--- src/rtl/multi_box_overlay.sv ---
// Multi-box bounding-box overlay for an RGB888 pixel stream.
// Up to NUM_BOXES rectangular borders are drawn from shadow registers that are
// reloaded only at a frame start after a cfg_load request. Two-stage pipeline:
// stage 1 computes the per-box hit vector, stage 2 selects the output colour.
// Optional feature: define OVERLAY_CROSSHAIR_EN to add a centre crosshair per
// box in the inverted box colour, taking priority over every border hit.
module multi_box_overlay #(
  parameter int unsigned H_ACTIVE  = 640,
  parameter int unsigned V_ACTIVE  = 480,
  parameter int unsigned NUM_BOXES = 4,
  parameter int unsigned THICKNESS = 2
) (
  input  logic                    clk,
  input  logic                    rst_n,
  input  logic                    h_sync,
  input  logic                    v_sync,
  input  logic [23:0]             pixel_in,
  input  logic [16*NUM_BOXES-1:0] bbox_x_min,
  input  logic [16*NUM_BOXES-1:0] bbox_x_max,
  input  logic [16*NUM_BOXES-1:0] bbox_y_min,
  input  logic [16*NUM_BOXES-1:0] bbox_y_max,
  input  logic [24*NUM_BOXES-1:0] box_color,
  input  logic [NUM_BOXES-1:0]    box_en,
  input  logic                    cfg_load,
  output logic [23:0]             pixel_out,
  output logic                    h_sync_out,
  output logic                    v_sync_out,
  output logic                    cfg_pending,
  output logic                    frame_done
);

  localparam logic [15:0] XLast = 16'(H_ACTIVE - 1);
  localparam logic [15:0] YLast = 16'(V_ACTIVE - 1);
  localparam logic [16:0] Thick = 17'(THICKNESS);

  logic [15:0] x_q, y_q;
  logic        vs_prev_q;

  logic [NUM_BOXES-1:0][15:0] sh_x0_q, sh_x1_q, sh_y0_q, sh_y1_q;
  logic [NUM_BOXES-1:0][23:0] sh_col_q;
  logic [NUM_BOXES-1:0]       sh_en_q;

  logic active, cfg_take, last_pix;

  assign active   = h_sync & v_sync;
  // A load requested in the very cycle of the frame start is honoured too.
  assign cfg_take = v_sync & ~vs_prev_q & (cfg_pending | cfg_load);
  assign last_pix = active && (x_q == XLast) && (y_q == YLast);

  // Inclusive rectangle border test; 17-bit sums avoid any wrap at 0 / FFFF.
  function automatic logic border_hit(input logic [15:0] px, py, x0, x1, y0, y1);
    logic [16:0] ex, ey;
    ex = {1'b0, px};
    ey = {1'b0, py};
    border_hit = (x0 <= x1) && (y0 <= y1) &&
                 (px >= x0) && (px <= x1) && (py >= y0) && (py <= y1) &&
                 ((ex < {1'b0, x0} + Thick) || (ex + Thick > {1'b0, x1}) ||
                  (ey < {1'b0, y0} + Thick) || (ey + Thick > {1'b0, y1}));
  endfunction

`ifdef OVERLAY_CROSSHAIR_EN
  function automatic logic near3(input logic [16:0] a, input logic [16:0] c);
    near3 = (a + 17'd3 >= c) && (a <= c + 17'd3);
  endfunction

  function automatic logic cross_hit(input logic [15:0] px, py, x0, x1, y0, y1);
    logic [16:0] cx, cy;
    cx = ({1'b0, x0} + {1'b0, x1}) >> 1;
    cy = ({1'b0, y0} + {1'b0, y1}) >> 1;
    cross_hit = (x0 <= x1) && (y0 <= y1) &&
                ((({1'b0, py} == cy) && near3({1'b0, px}, cx)) ||
                 (({1'b0, px} == cx) && near3({1'b0, py}, cy)));
  endfunction
`endif

  // Pixel position counters: advance on active pixels, clear outside the frame.
  always_ff @(posedge clk or negedge rst_n) begin
    if (!rst_n) begin
      x_q <= '0;
      y_q <= '0;
    end else if (!v_sync) begin
      x_q <= '0;
      y_q <= '0;
    end else if (h_sync) begin
      if (x_q == XLast) begin
        x_q <= '0;
        y_q <= (y_q == YLast) ? '0 : y_q + 16'd1;
      end else begin
        x_q <= x_q + 16'd1;
      end
    end
  end

  // Shadow box set and pending-load flag; shadows change only at a frame start.
  always_ff @(posedge clk or negedge rst_n) begin
    if (!rst_n) begin
      vs_prev_q   <= 1'b0;
      cfg_pending <= 1'b0;
      sh_x0_q     <= '0;
      sh_x1_q     <= '0;
      sh_y0_q     <= '0;
      sh_y1_q     <= '0;
      sh_col_q    <= '0;
      sh_en_q     <= '0;
    end else begin
      vs_prev_q <= v_sync;
      if (cfg_take) begin
        sh_x0_q     <= bbox_x_min;
        sh_x1_q     <= bbox_x_max;
        sh_y0_q     <= bbox_y_min;
        sh_y1_q     <= bbox_y_max;
        sh_col_q    <= box_color;
        sh_en_q     <= box_en;
        cfg_pending <= 1'b0;
      end else if (cfg_load) begin
        cfg_pending <= 1'b1;
      end
    end
  end

  logic [NUM_BOXES-1:0] hit_d, hit_q;
  logic [23:0]          pix_q;
  logic                 hs_q, vs_q, last_q;

  // Per-box border hit for the current input pixel.
  always_comb begin
    hit_d = '0;
    for (int i = 0; i < int'(NUM_BOXES); i++) begin
      hit_d[i] = active & sh_en_q[i] &
                 border_hit(x_q, y_q, sh_x0_q[i], sh_x1_q[i], sh_y0_q[i], sh_y1_q[i]);
    end
  end

`ifdef OVERLAY_CROSSHAIR_EN
  logic [NUM_BOXES-1:0] ch_d, ch_q;

  // Per-box crosshair hit for the current input pixel.
  always_comb begin
    ch_d = '0;
    for (int i = 0; i < int'(NUM_BOXES); i++) begin
      ch_d[i] = active & sh_en_q[i] &
                cross_hit(x_q, y_q, sh_x0_q[i], sh_x1_q[i], sh_y0_q[i], sh_y1_q[i]);
    end
  end

  // Stage 1 crosshair hit register.
  always_ff @(posedge clk or negedge rst_n) begin
    if (!rst_n) ch_q <= '0;
    else        ch_q <= ch_d;
  end
`endif

  // Stage 1: hit vector plus the delayed pixel and qualifiers.
  always_ff @(posedge clk or negedge rst_n) begin
    if (!rst_n) begin
      hit_q  <= '0;
      pix_q  <= '0;
      hs_q   <= 1'b0;
      vs_q   <= 1'b0;
      last_q <= 1'b0;
    end else begin
      hit_q  <= hit_d;
      pix_q  <= pixel_in;
      hs_q   <= h_sync;
      vs_q   <= v_sync;
      last_q <= last_pix;
    end
  end

  logic [23:0] col_sel;

  // Colour select: scanning downward leaves the lowest-index hit in place.
  always_comb begin
    col_sel = pix_q;
    for (int i = int'(NUM_BOXES) - 1; i >= 0; i--) begin
      if (hit_q[i]) col_sel = sh_col_q[i];
    end
`ifdef OVERLAY_CROSSHAIR_EN
    for (int i = int'(NUM_BOXES) - 1; i >= 0; i--) begin
      if (ch_q[i]) col_sel = ~sh_col_q[i];
    end
`endif
  end

  // Stage 2: registered outputs.
  always_ff @(posedge clk or negedge rst_n) begin
    if (!rst_n) begin
      pixel_out  <= '0;
      h_sync_out <= 1'b0;
      v_sync_out <= 1'b0;
      frame_done <= 1'b0;
    end else begin
      pixel_out  <= col_sel;
      h_sync_out <= hs_q;
      v_sync_out <= vs_q;
      frame_done <= last_q;
    end
  end

endmodule

--- config.mk ---
export PLATFORM = sky130hd
export DESIGN_NAME = multi_box_overlay
export DESIGN_NICKNAME = d
export VERILOG_FILES = /design/src/rtl/multi_box_overlay.sv
export SDC_FILE = /design/constraint.sdc
export NUM_CORES = 2
export LEC_CHECK = 0
export CAP_MARGIN = 10
export CORE_UTILIZATION = 53
export CTS_BUF_LIST = sky130_fd_sc_hd__clkbuf_8
export CTS_CLUSTER_SIZE = 20
export DETAILED_ROUTE_END_ITERATION = 16
export PLACE_DENSITY = 0.78
export SLEW_MARGIN = 20
export SYNTH_ARGS = -nofsm -noshare
export SYNTH_HDL_FRONTEND = slang
export SYNTH_SLANG_ARGS = --single-unit
--- constraint.sdc ---
create_clock -name clk -period 3.7 [get_ports clk]
set_input_delay 0.555 -clock clk [delete_from_list [all_inputs] [get_ports clk]]
set_output_delay 0.555 -clock clk [all_outputs]
set_load 0.01 [all_outputs]
==> results_dict.tcl <==
set metrics [dict create \
    die_height_microns 252 \
    synth_xor_xnor_area_share_pct 3.84 \
    yosysSeqAreaShare_pct 33.8 \
    cts_buffers 79 \
    chipWidth_microns 252 \
    die_area_sq_um 63400 \
    maxCapViolations 0 \
    tns_ns 0 \
    synthSimpleGateAreaFrac_pct 13.8 \
    cp-startpoint "y_q[1]$_DFFE_PN0P_" \
    mostFrequentLayoutCell "ha_1" \
    critPathLaunchType "flip-flop" \
    min_path_type "primary input to flip-flop" \
    initial_core_util_pct 53.6 \
    cts.root.buffer_cell "clkbuf_8" \
    nNetsFinal 5090 \
    static-leakage-power_nw 19.4 \
    synth_ff_type "dfrtp_1" \
    antenna_found_initial 2 \
    synth-edff-count 0 \
    areaGrowthSynthToFinish_pct 22.5 \
    p_total_mw 15.6 \
    cts_tree "done" \
    crit_path_max_fanout 7 \
    clock_latency_ns 0.71 \
    std_cell_rows 91 \
    synth_nets 4594 \
    tightest_slew_ns 0.818 \
    grt_max_degree 100 \
    drive_gt1_share_pct 8.60 \
    timing.final.crit_share_pct 93.8 \
    ant_nets 0 \
    vias 28700 \
    io_buffers 412 \
    overflow 0 \
    ios 413 \
    drt-total-wl_microns 101000 \
    r2r-start "y_q[1]$_DFFE_PN0P_" \
    ys_top_cells_by_area "dfrtp_1 34%, ha_1 24%, o21ai_0 5.7%" \
    status "completed" \
    synth_cells 3573 \
    hpwlAfterDp_microns 79000 \
    most-common-layout-cells "636 x ha_1, 445 x dfrtp_1, 411 x clkdlybuf4s50_1, 379 x nand2_1, 376 x o21ai_0" \
    ys_seq_elements 447 \
    fin_crit_ns 3.47 \
    clockBufferDepth 3 \
    setup_viol 0 \
    yosys_warnings 0 \
    ir_drop_uv 251 \
    cts.sinks 447 \
    grt_usage_pct 32.0 \
    finalClockSkew_ns 0.0356 \
    synth_mux_area_share_pct 4.41 \
    yosysTopAreaCell "dfrtp_1" \
    max-slew-margin-rel_pct 44.0 \
    path_clk_slew_ns 0.07 \
    grt_pass1_wl_microns 158000 \
    synth_top_area_share_pct 33.8 \
    viasPerCell 5.78 \
    arrival_ns 4.02 \
    slew_violations 0 \
    syn_area_per_cell_sq_um 9.25 \
    synthDistinctLibCells 67 \
    synth_area_sq_um 33100 \
    drt-wirelength-per-cell_microns 20.4 \
    critPathRequiredTime_ns 4.25 \
    rsz0062_at_grt "no" \
    max_freq_mhz 288 \
    grt_pass1_vias 28200 \
    path_class "flip-flop to flip-flop" \
    drc 0 \
    cp-end-kind "flip-flop" \
    synth_compound_gate_area_share_pct 15.7 \
    dr.pass1.iters 5 \
    hp-start "pixel_in[5]" \
    synth_top_family_by_area "adder cells" \
    ys_async_sr_fraction_pct 100 \
    synthAdderAreaFrac_pct 24.1 \
    drt_iter0_markers 2095 \
    htreeDepth 3 \
    powerDensity_nw_per_um2 384 \
    hold_violations 0 \
    globalplace.congestion 0.965 \
    core_region_area_sq_um 61700 \
]
where the power goes:
| group | leakage, nW | switching, mW | internal (mW) |
|---|---|---|---|
| Sequential | 5.47 | 0.500 | 5.58 |
| Clock | 0.943 | 2.24 | 2.74 |
| Combinational | 12.9 | 2.49 | 2.00 |
worst max-delay path, stage by stage, from the launching register on:
cell,delay [ns]
dfrtp_2,0.44
ha_1,0.24
and3_1,0.29
nand3_2,0.16
nor2_4,0.19
nand3_1,0.11
xnor2_1,0.23
ha_1,0.30
nand3_1,0.15
nor3_1,0.09
a2111oi_0,0.42
a21oi_1,0.17
nor4b_1,0.27
o2111a_1,0.22
nor4_1,0.05
synth_stat cells, types with 76 or more instances:
cell	count
inv_1	271
nand4_1	112
xnor2_1	127
dfrtp_1	447
a21oi_1	233
ha_1	636
nor2_1	162
clkbuf_1	76
o21ai_0	376
a21o_1	111
mux2_2	108
nand3_1	93
nand2_1	379
final timing paths:
check                                          to  slack [ns]  cells after the start
max                            hit_q[0]$_DFF_PN0_        0.23                     14
min in group asynchronous  pixel_out[0]$_DFF_PN0_        0.53                      2
max in group asynchronous      x_q[4]$_DFFE_PN0P_        2.27                      3
min                            pix_q[5]$_DFF_PN0_        0.30                      1
min reg2reg                  h_sync_out$_DFF_PN0_        0.35                      0
max reg2reg                    hit_q[0]$_DFF_PN0_        0.23                     14
timing repair:
action | 4_1_cts | 5_1_grt
gates resized for setup | 0 | 9
hold buffers | 1 | 0
setup endpoints to repair | 0 | 3
buffers inserted | 0 | 2
endpoints found under the hold margin | 89 | 0
kinds of logic after synthesis:
group                      count (synthesis)
and+or+nand+nor                          953
AOI/OAI and AO/OA                        883
adders and majority gates                636
DFF                                      447
buffers and inverters                    377
xor gates and xnor gates                 145
muxes                                    132
layout make-up:
type | instances | area, sq um
Fill cell | 5046 | 21200
Sequential cell | 447 | 11200
Inverter | 273 | 1020
Clock buffer | 97 | 1340
Antenna cell | 1 | 2.50
Tap cell | 837 | 1050
Multi-Input combinational cell | 2749 | 20500
Clock inverter | 42 | 357
Timing Repair Buffer | 519 | 5080
metal layers:
layer	global-route usage [%]	part of all wire (%)	wire length, microns	vias up
met2	51.8	45	45900	992
met1	41.5	42	43000	13600
met4	15.2	4.9	4980	2
met5	0	0.013	13	-
li1	-	-	-	13800
met3	5.82	7.3	7400	248
through the flow:
stage / setup slack [ns] / hold WS, ns / util [%] / instances / cell area, sq um
CTS: 0.107 / 0.253 / 65.5 / 4962 / 40400
global route: 0.0109 / 0.276 / 65.6 / 4965 / 40500
floorplan: 0.208 / 0.259 / - / 3573 / 33100
global placement: 0.179 / 0.336 / 62.8 / 4822 / 38700
detailed placement: 0.120 / 0.337 / 62.8 / 4822 / 38700
finish: 0.231 / 0.301 / 65.6 / 4965 / 40500
state kept, by name, summed over array words and instances, names as in the netlist:
| signal | count |
|---|---|
| frame_done | 1 |
| sh_y0_q | 64 |
| y_q | 16 |
| last_q | 1 |
| sh_x1_q | 64 |
| sh_col_q | 96 |
| cfg_pending | 1 |
| hs_q | 1 |
| hit_q | 4 |
| vs_q | 1 |
| sh_x0_q | 64 |
| sh_y1_q | 64 |
| pix_q | 24 |
| x_q | 16 |
| pixel_out | 24 |
| h_sync_out | 1 |
| sh_en_q | 4 |
| v_sync_out | 1 |
Note: power is estimated with default switching activity, not from simulation.
